`config.mk`:
```
export PLATFORM = sky130hd
export DESIGN_NAME = famicom_pad_scheduler
export DESIGN_NICKNAME = d
export VERILOG_FILES = /design/src/rtl/famicom_pkg.sv /design/src/rtl/famicom_edge_sync.sv /design/src/rtl/famicom_pad_scheduler.sv
export SDC_FILE = /design/constraint.sdc
export NUM_CORES = 1
export LEC_CHECK = 0
export CAP_MARGIN = 5
export CORE_AREA = 2 2 97 99
export DETAILED_ROUTE_END_ITERATION = 8
export DIE_AREA = 0 0 99 101
export PLACE_DENSITY_LB_ADDON = 0.3
export SLEW_MARGIN = 20
export SYNTH_ARGS = -nofsm -noshare
export SYNTH_HDL_FRONTEND = slang
export SYNTH_SLANG_ARGS = --single-unit
export TNS_END_PERCENT = 5
```
`constraint.sdc`:
```
create_clock -name clk_sys -period 4 [get_ports clk_sys]
set_input_delay 0.4 -clock clk_sys [delete_from_list [all_inputs] [get_ports clk_sys]]
set_output_delay 0.4 -clock clk_sys [all_outputs]
set_load 0.02 [all_outputs]
```
`src/rtl/famicom_pkg.sv`:
```
// Shared types and constants for the Famicom controller-link sequencer.
package famicom_pkg;

    // Link sequencer states.
    typedef enum logic [1:0] {
        IDLE    = 2'd0,
        LATCHED = 2'd1,
        SHIFT   = 2'd2,
        DONE    = 2'd3
    } fc_state_t;

    // Width of bit_index: holds 0..MAX_STREAM inclusive.
    localparam int BIT_IDX_W = 6;

    // Longest stream: four pads plus the signature byte.
    localparam int MAX_STREAM = 40;

    // Signature byte a multitap adapter reports after the pad bytes.
    localparam logic [7:0] SIG_BYTE_DEFAULT = 8'h10;

endpackage

```
`src/rtl/famicom_edge_sync.sv`:
```
// Two-flop synchroniser for one link pin, followed by an edge register.
// level/rise/fall are all derived from the synchronised copy, so a pin
// edge shows up on rise/fall two clk_sys edges after it happens.
module famicom_edge_sync (
    input  logic clk_sys,
    input  logic reset,
    input  logic din,
    output logic level,
    output logic rise,
    output logic fall
);

    logic sync_1;
    logic sync_2;
    logic sync_prev;

    // Synchroniser chain plus the previous-value register used for edge detection.
    always_ff @(posedge clk_sys) begin
        if (reset) begin
            sync_1    <= 1'b0;
            sync_2    <= 1'b0;
            sync_prev <= 1'b0;
        end else begin
            sync_1    <= din;
            sync_2    <= sync_1;
            sync_prev <= sync_2;
        end
    end

    assign level = sync_2;
    assign rise  = sync_2 & ~sync_prev;
    assign fall  = ~sync_2 & sync_prev;

endmodule

```
`src/rtl/famicom_pad_scheduler.sv`:
```
// Famicom serial controller-link sequencer. On latch it snapshots the
// enabled pad words (keyboard merged into pad 0) plus an optional multitap
// signature into a flat bit stream, then presents one bit per pulse edge.
module famicom_pad_scheduler
    import famicom_pkg::*;
#(
    parameter int         NUM_PADS       = 4,
    parameter int         MULTITAP       = 1,
    parameter logic [7:0] SIG_BYTE       = SIG_BYTE_DEFAULT,
    parameter int         TIMEOUT_CYCLES = 2000000
) (
    input  logic                  clk_sys,
    input  logic                  reset,
    input  logic [NUM_PADS*8-1:0] pad_bits,
    input  logic [NUM_PADS-1:0]   pad_en,
    input  logic [7:0]            kbd_bits,
    input  logic                  kbd_valid,
    input  logic                  famicom_latch,
    input  logic                  famicom_pulse,
    output logic                  famicom_data,
    output logic [BIT_IDX_W-1:0]  bit_index,
    output logic                  busy,
    output logic                  frame_done,
    output logic                  link_timeout,
    output logic [1:0]            fsm_state
);

    localparam int CNT_W = $clog2(TIMEOUT_CYCLES + 1);
    localparam logic [CNT_W-1:0] CNT_MAX = CNT_W'(TIMEOUT_CYCLES);

    logic latch_level;
    logic latch_rise;
    logic latch_fall;
    logic pulse_level;
    logic pulse_rise;
    logic pulse_fall;

    famicom_edge_sync u_latch_sync (
        .clk_sys (clk_sys),
        .reset   (reset),
        .din     (famicom_latch),
        .level   (latch_level),
        .rise    (latch_rise),
        .fall    (latch_fall)
    );

    famicom_edge_sync u_pulse_sync (
        .clk_sys (clk_sys),
        .reset   (reset),
        .din     (famicom_pulse),
        .level   (pulse_level),
        .rise    (pulse_rise),
        .fall    (pulse_fall)
    );

    fc_state_t             state;
    fc_state_t             state_n;
    logic [BIT_IDX_W-1:0]  idx_n;
    logic                  done_n;
    logic                  load_snap;
    logic [MAX_STREAM-1:0] stream_live;
    logic [BIT_IDX_W-1:0]  len_live;
    logic [MAX_STREAM-1:0] snap;
    logic [BIT_IDX_W-1:0]  len_q;
    logic [CNT_W-1:0]      cnt;
    logic [CNT_W-1:0]      cnt_n;

    // Pack the enabled pad words in ascending order, then the signature byte.
    always_comb begin
        logic [BIT_IDX_W-1:0] pos;
        logic [7:0]           eff;
        stream_live = '0;
        pos         = '0;
        for (int i = 0; i < NUM_PADS; i++) begin
            eff = pad_bits[i*8 +: 8];
            if (i == 0 && kbd_valid) begin
                eff = eff | kbd_bits;
            end
            if (pad_en[i]) begin
                stream_live[pos +: 8] = eff;
                pos = pos + 6'd8;
            end
        end
        if (MULTITAP != 0) begin
            stream_live[pos +: 8] = SIG_BYTE;
            pos = pos + 6'd8;
        end
        len_live = pos;
    end

    // Next-state logic: a latch rise always wins, pulses only count in SHIFT.
    always_comb begin
        state_n   = state;
        idx_n     = bit_index;
        done_n    = 1'b0;
        load_snap = 1'b0;
        if (latch_rise) begin
            state_n   = LATCHED;
            idx_n     = '0;
            load_snap = 1'b1;
        end else begin
            case (state)
                IDLE: begin
                    state_n = IDLE;
                end
                LATCHED: begin
                    idx_n = '0;
                    if (latch_fall) begin
                        // Keep the snapshot taken on the last latch-high cycle.
                        if (len_q == '0) begin
                            state_n = DONE;
                            done_n  = 1'b1;
                        end else begin
                            state_n = SHIFT;
                        end
                    end else begin
                        load_snap = 1'b1;
                    end
                end
                SHIFT: begin
                    if (pulse_rise) begin
                        idx_n = bit_index + 6'd1;
                        if (idx_n == len_q) begin
                            state_n = DONE;
                            done_n  = 1'b1;
                        end
                    end
                end
                DONE: begin
                    state_n = DONE;
                end
                default: begin
                    state_n = IDLE;
                end
            endcase
        end
    end

    // State, index, snapshot and frame_done registers.
    always_ff @(posedge clk_sys) begin
        if (reset) begin
            state      <= IDLE;
            bit_index  <= '0;
            frame_done <= 1'b0;
            snap       <= '0;
            len_q      <= '0;
        end else begin
            state      <= state_n;
            bit_index  <= idx_n;
            frame_done <= done_n;
            if (load_snap) begin
                snap  <= stream_live;
                len_q <= len_live;
            end
        end
    end

    // Timeout counter: cleared by a latch rise, otherwise counts up and saturates.
    always_comb begin
        if (latch_rise) begin
            cnt_n = '0;
        end else if (cnt == CNT_MAX) begin
            cnt_n = cnt;
        end else begin
            cnt_n = cnt + CNT_W'(1);
        end
    end

    // Counter and registered timeout flag, flag tracks the counter value exactly.
    always_ff @(posedge clk_sys) begin
        if (reset) begin
            cnt          <= '0;
            link_timeout <= 1'b0;
        end else begin
            cnt          <= cnt_n;
            link_timeout <= (cnt_n == CNT_MAX);
        end
    end

    // The levels and the pulse fall edge are not needed by the sequencer.
    logic unused_sync;
    assign unused_sync = latch_level ^ pulse_level ^ pulse_fall;

    assign famicom_data = (state == LATCHED || state == SHIFT) ? snap[bit_index] : 1'b0;
    assign busy         = (state == LATCHED || state == SHIFT);
    assign fsm_state    = state;

endmodule
```
==> metrics.yaml <==
num_antenna_cells: 0
synth_area_um2: 4910
cellLeakagePower_nw: 2.06
cp-start-kind: "input port"
dr.pass1.iters: 6
synthArstFlopShare: 0
syn-num-nets: 649
outcome: "finished clean"
fin_crit_sh: 0.868
hold_path_startpoint: "snap[2]$_SDFFE_PP0P_"
core_um2: 8980
synth_edf_count: 0
post_cts_buffers: 0
multi_input_area_um2: 3110
mostFrequentLayoutCell: "dfxtp_1"
post-route-drc-count: 0
grt_pass1_vias: 4450
synth_area_per_cell_um2: 8.44
pin_count: 61
rr_worst_depth: 7
clk_path_buf_depth: 2
synth_top_area_cell: "dfxtp_1"
grt_max_degree: 39
fin_total_pwr_mw: 2.36
ys.flop_type: "dfxtp_1"
power_frac_comb: 0.327
rsz0062_at_grt: "no"
tightest_slew_ps: 933
hold_viol: 0
antenna_found_initial: 0
syn_inst: 582
cts_buffers: 9
track_usage: 0.272
slew_headroom: 0.373
clock_latency_ps: 360
ir_worst_vdd_v: 0.000247
ant_nets: 0
whs_path_depth: 2
seq_area_um2: 1600
p_clk_frac: 0.276
die_x_um: 99
cts_max_level: 3
hold_class: "register to register"
dr.first_iter.drc_count: 507
cts-root-buf: "clkbuf_8"
via_per_inst: 6.36
routedWlPerCell_um: 18.0
io_buffer_count: 60
clk_pin_slew_worst_paths_ps: 80
skew_ps: 9.43
vias: 4744
ctsResizeCount: 0
ctsHoldBuffers: 0
cap_viol_max_count: 0
die_area_um2: 10000
fmax_mhz: 288
reg2reg_to: "link_timeout$_SDFF_PP0_"
syn_to_final_growth_pct: 18.1
rows: 35
totalWireLength_um: 13400
drive_gt1_frac: 0.0709
power_density_nw_per_um2: 407
ys_seq_area_frac: 0.326
overflow: 0
worst_ep_required_time_ps: 4300
synth-seq-cells: 80
final_cell_mix: "80 x dfxtp_1, 68 x nor2_1, 60 x clkdlybuf4s50_1, 41 x nand2_1, 33 x o21ai_0"
switching_share: 0.343
crit_arrival_ps: 3770
synth.area.top_cells: "dfxtp_1 33%, nor2_1 5.2%, mux4_2 5.0%"
grt_pass1_wl_um: 21900
nNetsFinal: 697
n_fill_cell: 750
worstSetupPathType: "input port to register"
r2r_setup_slack_ps: 1260
intPower_mw: 1.55
synthDistinctLibCells: 60
min_period_ps: 3470
cts_tree: "done"
gp_congestion: 0.899
critPathCaptureType: "register"
dieHeight_um: 101
clock_sinks: 80
netlist.area_leader.share: 0.326
reg2reg_from: "cnt[0]$_SDFF_PP0_"
pwr-share-seq: 0.397
tns_ps: 0
drv_slew: 0
start_util: 0.547
path_max_fanout: 10
place_hpwl_um: 10000
ys_warn_count: 0
whs_endpoint: "snap[2]$_SDFFE_PP0P_"
setup_viol: 0
p_switching_mw: 0.809
[per-layer routing]
layer | up-vias | global-route usage | part of all wire
met5 | - | 0 | 0
met4 | 0 | 0.0917 | 0.021
met3 | 28 | 0.0485 | 0.085
met2 | 227 | 0.433 | 0.46
met1 | 2229 | 0.375 | 0.44
li1 | 2260 | - | -
[how the worst max path moves through the flow]
stage                              startpoint                    end  slack (ps)  cells after the start
floorplan                           pad_en[0]  snap[10]$_SDFFE_PP0P_         940                     11
global placement                    pad_en[2]  snap[17]$_SDFFE_PP0P_         380                     10
finish                              pad_en[2]  snap[17]$_SDFFE_PP0P_         530                     10
global route                        pad_en[1]  snap[24]$_SDFFE_PP0P_         250                     13
detailed placement                  pad_en[2]  snap[16]$_SDFFE_PP0P_         190                     10
CTS                 bit_index[0]$_SDFFE_PP0P_           famicom_data         530                      5
[registers in the layout (all words and copies together), names as in the netlist]
name,flops
u_latch_sync.sync_prev,1
cnt,21
fsm_state,2
frame_done,1
u_pulse_sync.sync_prev,1
u_latch_sync.level,1
u_latch_sync.sync_1,1
link_timeout,1
snap,40
bit_index,6
u_pulse_sync.level,1
u_pulse_sync.sync_1,1
len_q,3
[per-stage QoR]
stage,hold WS (ps),area (um^2),cells,worst slack [ps],util
after global routing,470,5800,746,251,0.646
after CTS,459,5800,746,530,0.646
after global placement,428,5590,730,383,0.622
after detailed placement,438,5590,730,187,0.622
after floorplan,414,4910,582,939,-
final,454,5800,746,529,0.646
[cells by family after synthesis]
group / synth area share
fa+ha+maj: 0.0474
buf+inv: 0.0410
xor+xnor: 0.0581
simple gates: 0.243
compound gates: 0.217
mux: 0.0673
flops: 0.326
[worst max-delay path, stage by stage]
cell and delay (ps):
clkdlybuf4s50_1 570, fa_1 720, inv_1 150, a211oi_1 280, xor2_1 270, ha_1 320
o2111ai_1 110, nor3_1 110, nor3_1 590, a22o_1 240
[layout make-up]
type | instances | share of cell area
multi-input cells | 452 | 0.536
flip-flops and latches | 80 | 0.276
repair buffers | 70 | 0.116
well taps | 111 | 0.0239
clock buffers | 11 | 0.0226
clock inverters | 5 | 0.0140
inverters | 17 | 0.0110
[power by group through the flow]
stage / Clock (mW) / Combinational [mW] / Sequential [mW]
CTS: 0.653 / 0.759 / 0.935
detailed placement: 0 / 0.753 / 0.954
finish: 0.651 / 0.771 / 0.937
global route: 0.686 / 0.851 / 0.946
global placement: 0 / 0.725 / 0.948
floorplan: 0 / 0.504 / 0.945
[synth_stat cells, types with 3 or more instances]
library cell and count:
nand4_1 8, o2111ai_1 5, clkbuf_1 25, o21ai_1 4, a22oi_1 24, o21ai_0 33, nor3b_1 4, inv_1 17
mux2i_1 6, dfxtp_1 80, mux4_2 11, nor4_1 5, o2bb2ai_1 7, xnor2_1 16, a21oi_1 23, a31oi_1 5
and2_1 8, a211oi_1 8, a22o_1 14, ha_1 17, or4_1 3, nor3_1 20, a221oi_1 10, and3_1 10
nand2_1 41, a221o_1 8, xor2_1 14, buf_2 4, nand2b_1 6, nor2b_1 13, nor2_1 68, nand3_1 26
nand3b_1 4
Note: power is estimated with default switching activity, not from simulation.
